File: src/rtl/cpu_branch_tracker.sv
// rtl/cpu_branch_tracker.sv - in-order branch prediction tracker feeding predictor updates
//
// Purpose: queues each fetched branch's prediction (pc, direction, target). When
// execute resolves the oldest branch, the head entry is popped, a predictor update
// is strobed, and a mispredict with the correct redirect PC is raised if needed.
//
// Ports:
//   clk, rst_n                     clock, synchronous active-low reset
//   push_valid/ready, push_*       fetch side: predicted branch entering the queue
//   resolve_valid, resolve_*       execute side: actual outcome of the oldest branch
//   flush                          external pipeline flush, clears the queue
//   update, update_addr/taken      registered predictor update strobe and payload
//   mispredict, redirect_pc        registered fetch redirect pulse and target
//   err                            registered protocol-violation pulse
//   count                          entries currently queued
module cpu_branch_tracker #(
    parameter int XLEN        = 32,
    parameter int DEPTH_WIDTH = 2,
    parameter int INSN_BYTES  = 4
) (
    input  logic                   clk,
    input  logic                   rst_n,
    input  logic                   push_valid,
    output logic                   push_ready,
    input  logic [XLEN-1:0]        push_pc,
    input  logic                   push_pred_taken,
    input  logic [XLEN-1:0]        push_pred_target,
    input  logic                   resolve_valid,
    input  logic [XLEN-1:0]        resolve_pc,
    input  logic                   resolve_taken,
    input  logic [XLEN-1:0]        resolve_target,
    input  logic                   flush,
    output logic                   update,
    output logic [XLEN-1:0]        update_addr,
    output logic                   update_taken,
    output logic                   mispredict,
    output logic [XLEN-1:0]        redirect_pc,
    output logic                   err,
    output logic [DEPTH_WIDTH:0]   count
);

    localparam int DEPTH = 1 << DEPTH_WIDTH;
    localparam logic [DEPTH_WIDTH:0] FULL = {1'b1, {DEPTH_WIDTH{1'b0}}};

    logic [XLEN-1:0]        pc_mem  [DEPTH];
    logic [XLEN-1:0]        tgt_mem [DEPTH];
    logic [DEPTH-1:0]       taken_mem;

    logic [DEPTH_WIDTH-1:0] head_q, tail_q;
    logic [DEPTH_WIDTH:0]   count_q;
    logic                   update_q, update_taken_q, mispredict_q, err_q;
    logic [XLEN-1:0]        update_addr_q, redirect_pc_q;

    logic                   push_fire, res_fire, res_empty;
    logic                   head_match, dir_wrong, tgt_wrong, mispred_d;
    logic [XLEN-1:0]        head_pc, redirect_d;

    assign push_ready = (count_q != FULL);
    assign count      = count_q;

    assign push_fire  = push_valid && push_ready;
    assign res_fire   = resolve_valid && (count_q != '0);
    assign res_empty  = resolve_valid && (count_q == '0);

    assign head_pc    = pc_mem[head_q];
    assign head_match = (head_pc == resolve_pc);
    assign dir_wrong  = (taken_mem[head_q] != resolve_taken);
    // Target only matters when both prediction and outcome say taken.
    assign tgt_wrong  = taken_mem[head_q] && resolve_taken && (tgt_mem[head_q] != resolve_target);
    // A PC mismatch means the queue is out of sync with execute: treat as mispredict too.
    assign mispred_d  = res_fire && (!head_match || dir_wrong || tgt_wrong);
    assign redirect_d = resolve_taken ? resolve_target : (resolve_pc + XLEN'(INSN_BYTES));

    // Payload storage needs no reset: entries are only read when count marks them valid.
    always_ff @(posedge clk) begin
        if (push_fire) begin
            pc_mem[tail_q]    <= push_pc;
            tgt_mem[tail_q]   <= push_pred_target;
            taken_mem[tail_q] <= push_pred_taken;
        end
    end

    always_ff @(posedge clk) begin
        if (!rst_n) begin
            head_q         <= '0;
            tail_q         <= '0;
            count_q        <= '0;
            update_q       <= 1'b0;
            update_addr_q  <= '0;
            update_taken_q <= 1'b0;
            mispredict_q   <= 1'b0;
            redirect_pc_q  <= '0;
            err_q          <= 1'b0;
        end else if (flush) begin
            head_q       <= '0;
            tail_q       <= '0;
            count_q      <= '0;
            update_q     <= 1'b0;
            mispredict_q <= 1'b0;
            err_q        <= 1'b0;
        end else begin
            update_q     <= res_fire && head_match;
            mispredict_q <= mispred_d;
            err_q        <= res_empty || (res_fire && !head_match);
            if (res_fire && head_match) begin
                update_addr_q  <= head_pc;
                update_taken_q <= resolve_taken;
            end
            if (mispred_d) begin
                redirect_pc_q <= redirect_d;
            end
            // Everything younger than a mispredicted branch is wrong-path: drop it all,
            // including a push arriving in the same cycle.
            if (mispred_d) begin
                head_q  <= '0;
                tail_q  <= '0;
                count_q <= '0;
            end else begin
                if (push_fire) tail_q <= tail_q + 1'b1;
                if (res_fire)  head_q <= head_q + 1'b1;
                case ({push_fire, res_fire})
                    2'b10:   count_q <= count_q + 1'b1;
                    2'b01:   count_q <= count_q - 1'b1;
                    default: count_q <= count_q;
                endcase
            end
        end
    end

    assign update       = update_q;
    assign update_addr  = update_addr_q;
    assign update_taken = update_taken_q;
    assign mispredict   = mispredict_q;
    assign redirect_pc  = redirect_pc_q;
    assign err          = err_q;

endmodule

File: config.mk
export PLATFORM = sky130hd
export DESIGN_NAME = cpu_branch_tracker
export DESIGN_NICKNAME = d
export VERILOG_FILES = /design/src/rtl/cpu_branch_tracker.sv
export SDC_FILE = /design/constraint.sdc
export NUM_CORES = 1
export LEC_CHECK = 0
export BUFFER_PORTS_ARGS = -buffer_cell sky130_fd_sc_hd__buf_2
export CAP_MARGIN = 20
export CORE_MARGIN = 2
export CORE_UTILIZATION = 55
export CTS_CLUSTER_SIZE = 8
export DETAILED_ROUTE_END_ITERATION = 6
export PLACE_DENSITY = 0.87
export RECOVER_POWER = 25
export SYNTH_ARGS = -nofsm -noshare
export SYNTH_HDL_FRONTEND = slang
export SYNTH_SLANG_ARGS = --single-unit
export TNS_END_PERCENT = 20
File: constraint.sdc
create_clock -name clk -period 3.65 [get_ports clk]
set_input_delay 0.73 -clock clk [delete_from_list [all_inputs] [get_ports clk]]
set_output_delay 0.73 -clock clk [all_outputs]
set_load 0.02 [all_outputs]
==> metrics.txt <==
# TYPE chip_impl_metric gauge
chip_impl_info{name="ctsRootBufferMaster",value="sky130_fd_sc_hd__clkbuf_16"} 1
chip_impl_info{name="crit_path_start_kind",value="flop"} 1
chip_impl_metric{name="first_iter_violations",unit=""} 800
chip_impl_info{name="critical-path-top-delay-family",value="multiplexers"} 1
chip_impl_metric{name="antenna_violating_nets_post_route",unit=""} 0
chip_impl_metric{name="fmax",unit="MHz"} 289
chip_impl_metric{name="timing.slew.headroom",unit=""} 0.422
chip_impl_metric{name="worst_ir_drop_vdd",unit="mV"} 0.351
chip_impl_metric{name="synth-seq-area-share",unit=""} 0.668
chip_impl_metric{name="cts_sinks",unit=""} 337
chip_impl_metric{name="vias_per_cell",unit=""} 5.85
chip_impl_metric{name="synth_seq_cells",unit=""} 337
chip_impl_info{name="synth_top_cell_by_area",value="sky130_fd_sc_hd__edfxtp_1"} 1
chip_impl_metric{name="die-width",unit="µm"} 164
chip_impl_info{name="status",value="finished, final reports clean"} 1
chip_impl_info{name="cts_tree",value="done"} 1
chip_impl_metric{name="drc",unit=""} 0
chip_impl_metric{name="clkTransAtPathRegs",unit="ns"} 0.06
chip_impl_metric{name="largest_net_degree_at_the_start_of_global_routing",unit=""} 63
chip_impl_metric{name="grt_pass1_wl",unit="mm"} 53.0
chip_impl_metric{name="post_drt_wl_per_cell",unit="µm"} 24.2
chip_impl_metric{name="grt_pass1_vias",unit=""} 8830
chip_impl_metric{name="yosys_warnings",unit=""} 0
chip_impl_metric{name="cap_viol_max_count",unit=""} 0
chip_impl_metric{name="arrival",unit="ns"} 3.90
chip_impl_info{name="cp_cell_sequence",value="buf_8 > mux4_1 > xnor2_1 > nand4_1 > or4_1 > o41a_1 > o21ai_4 > buf_12 > mux2i_1"} 1
chip_impl_metric{name="finish.instance_area",unit="µm²"} 16900
chip_impl_info{name="grt_setup_unrepaired",value="no"} 1
chip_impl_metric{name="drive_gt1_frac",unit=""} 0.261
chip_impl_metric{name="nets",unit=""} 1269
chip_impl_metric{name="largest_fanout_on_the_critical_path",unit=""} 16
chip_impl_metric{name="row_count",unit=""} 58
chip_impl_metric{name="insertion_delay",unit="ns"} 0.54
chip_impl_metric{name="critical_path.max_stage_delay",unit="ns"} 0.59
chip_impl_metric{name="post-layout-total-power",unit="W"} 0.00889
chip_impl_metric{name="finalWirelength",unit="mm"} 36.2
chip_impl_metric{name="number_of_enable_flip_flop_cells_after_synthesis",unit=""} 260
chip_impl_metric{name="dp.final_hpwl",unit="mm"} 24.4
chip_impl_metric{name="tns",unit="ns"} 0
chip_impl_metric{name="cellPowerDensity",unit="nW/µm²"} 526
chip_impl_metric{name="drt_pre_antenna_iters",unit=""} 5
chip_impl_info{name="critPathCaptureType",value="flop"} 1
chip_impl_metric{name="syn-num-nets",unit=""} 1027
chip_impl_metric{name="htree_num_levels",unit=""} 2
chip_impl_metric{name="number_of_antenna_violations_at_the_first_check_in_global_routing",unit=""} 8
chip_impl_metric{name="synth_cell_types",unit=""} 41
chip_impl_metric{name="ctsLongestPathBuffers",unit=""} 3
chip_impl_info{name="layout_commonest_cell",value="sky130_fd_sc_hd__edfxtp_1"} 1
chip_impl_metric{name="post_dp_cell_area",unit="µm²"} 15500
chip_impl_metric{name="die_area",unit="µm²"} 26700
chip_impl_metric{name="nFillCells",unit=""} 1726
chip_impl_metric{name="worstPathRequired",unit="ns"} 4.09
chip_impl_metric{name="synth-async-reset-ratio",unit=""} 0
chip_impl_metric{name="buffer_ports.inserted",unit=""} 206
chip_impl_info{name="timing.hold.worst.class",value="input port to flop"} 1
chip_impl_metric{name="post-route-min-period",unit="ns"} 3.46
chip_impl_metric{name="grt_usage",unit=""} 0.271
chip_impl_metric{name="setup_viol_count_final",unit=""} 0
chip_impl_info{name="path_class",value="flop to flop"} 1
chip_impl_metric{name="timing_hold_violations_final",unit=""} 0
chip_impl_info{name="most-common-layout-cells",value="260 x sky130_fd_sc_hd__edfxtp_1, 160 x sky130_fd_sc_hd__buf_2, 89 x sky130_fd_sc_hd__nand2_1"} 1
chip_impl_metric{name="power.leakage",unit="nW"} 6.34
chip_impl_metric{name="start_util",unit=""} 0.557
chip_impl_metric{name="skew",unit="ns"} 0.0196
chip_impl_metric{name="gp_congestion",unit=""} 0.853
chip_impl_metric{name="clock_buffers_created_by_tritoncts",unit=""} 48
chip_impl_metric{name="syn-instance-count",unit=""} 884
chip_impl_metric{name="core_region_area",unit="µm²"} 25100
chip_impl_info{name="ys_flop_type",value="sky130_fd_sc_hd__edfxtp_1"} 1
chip_impl_metric{name="post_synth.cell_area_avg",unit="µm²"} 15.8
chip_impl_metric{name="synth_area",unit="µm²"} 14000
chip_impl_metric{name="overflow",unit=""} 0
chip_impl_info{name="slowest_stage",value="sky130_fd_sc_hd__mux4_1"} 1
chip_impl_metric{name="worstMarginPinSlew",unit="ns"} 0.867
chip_impl_metric{name="die-height",unit="µm"} 164
chip_impl_metric{name="io_pins",unit=""} 207
chip_impl_metric{name="area_growth_syn_to_layout",unit="%"} 20.8
chip_impl_metric{name="slew_violations",unit=""} 0
chip_impl_metric{name="detailroute.via_count",unit=""} 8766
chip_impl_metric{name="period_share",unit=""} 0.947
chip_impl_info{name="netlist_top_cells_area",value="sky130_fd_sc_hd__edfxtp_1 56%, sky130_fd_sc_hd__dfxtp_1 11%, sky130_fd_sc_hd__mux4_2 8.5%"} 1
chip_impl_metric{name="post_cts_resize_count",unit=""} 0
chip_impl_metric{name="critical_path_buf_inv_count",unit=""} 2
chip_impl_metric{name="synth_largest_type_area_fraction",unit=""} 0.558
==> stage by stage <==
step | setup WS [ns] | hold WS, ns | instances | util
after global routing | 0.0923 | 0.424 | 1495 | 0.673
after floorplan | 0.568 | 0.496 | 884 | -
final | 0.194 | 0.420 | 1499 | 0.673
after detailed placement | 0.241 | 0.456 | 1405 | 0.619
after global placement | 0.287 | 0.446 | 1405 | 0.619
after CTS | 0.139 | 0.395 | 1492 | 0.674
==> power breakdown <==
group          internal (W)  switching [W]  leakage, nW
Combinational      0.000216       0.000337         2.67
Sequential          0.00425      0.0000323         3.01
Clock               0.00249        0.00156        0.658
Total               0.00696        0.00193         6.34
==> final cells by class <==
| class | count | area (µm²) | area share |
|---|---|---|---|
| Clock buffer | 84 | 1360 | 0.0803 |
| Antenna cell | 6 | 15.0 | 0.000888 |
| Inverter | 16 | 60.1 | 0.00355 |
| Clock inverter | 3 | 26.3 | 0.00155 |
| Multi-Input combinational cell | 492 | 4390 | 0.260 |
| Sequential cell | 337 | 9350 | 0.553 |
| Timing Repair Buffer | 231 | 1280 | 0.0758 |
| Tap cell | 330 | 413 | 0.0244 |
==> cell usage after synthesis (9+ instances only) <==
master and instances:
sky130_fd_sc_hd__nand4_1 20, sky130_fd_sc_hd__xor2_1 23, sky130_fd_sc_hd__edfxtp_1 260, sky130_fd_sc_hd__mux2i_1 71, sky130_fd_sc_hd__nand3_1 11, sky130_fd_sc_hd__nor2_1 43
sky130_fd_sc_hd__nor3_1 10, sky130_fd_sc_hd__mux4_1 9, sky130_fd_sc_hd__nand2b_1 9, sky130_fd_sc_hd__o21ai_0 22, sky130_fd_sc_hd__xnor2_1 76, sky130_fd_sc_hd__inv_1 15
sky130_fd_sc_hd__clkbuf_1 23, sky130_fd_sc_hd__dfxtp_1 77, sky130_fd_sc_hd__mux4_2 53, sky130_fd_sc_hd__nand2_1 89
==> final timing paths <==
path | from | endpoint | slack [ns] | depth (start not counted)
worst max register to register | flop | redirect_pc[5]$_SDFFE_PN0P_ | 0.19 | 9
worst min-delay path | push_pred_taken | taken_mem[0]$_DFFE_PP_ | 0.42 | 1
worst min register to register | redirect_pc[0]$_SDFFE_PN0P_ | redirect_pc[0]$_SDFFE_PN0P_ | 0.46 | 2
worst max-delay path | flop | redirect_pc[5]$_SDFFE_PN0P_ | 0.19 | 9
==> kinds of logic (layout without fill, tap and decap cells) <==
logic type,Yosys count,in the layout,synth area share
AND/OR/NAND/NOR,210,210,0.0699
flip-flops,337,337,0.668
XOR/XNOR,99,99,0.0620
adder cells (fa/ha/maj),8,8,0.00769
buffers and inverters,55,334,0.0188
multiplexers,136,136,0.155
other,0,6,0
AO/OA/AOI/OAI,39,39,0.0182
==> worst reg2reg max path, delay by kind of cell (launching register included) <==
family,cells,cell delay (ns)
XOR/XNOR,1,0.20
AO/OA/AOI/OAI,2,0.69
multiplexers,2,0.88
AND/OR/NAND/NOR,2,0.66
flip-flops,1,0.52
buffers and inverters,2,0.41
==> sequential cells by signal (all words and copies together) (netlist names), named ones only <==
name,flops
pc_mem,128
tgt_mem,128
redirect_pc,32
update_addr,32
taken_mem,4
count,3
head_q,2
tail_q,2
err,1
mispredict,1
update,1
update_taken,1
==> layer usage <==
layer	GRT usage	routed length [µm]	vias up
met5	0	46	-
met4	0.0925	1210	8
met3	0.0698	3540	91
met2	0.439	17400	521
met1	0.362	14100	4303
li1	-	-	3843
==> what timing repair did <==
| action | in CTS | in global routing |
|---|---|---|
| buffers inserted | 0 | 1 |
| hold buffers | 0 | 0 |
| endpoints found under the setup margin | 0 | 4 |
(Power assumes the default switching activity.)
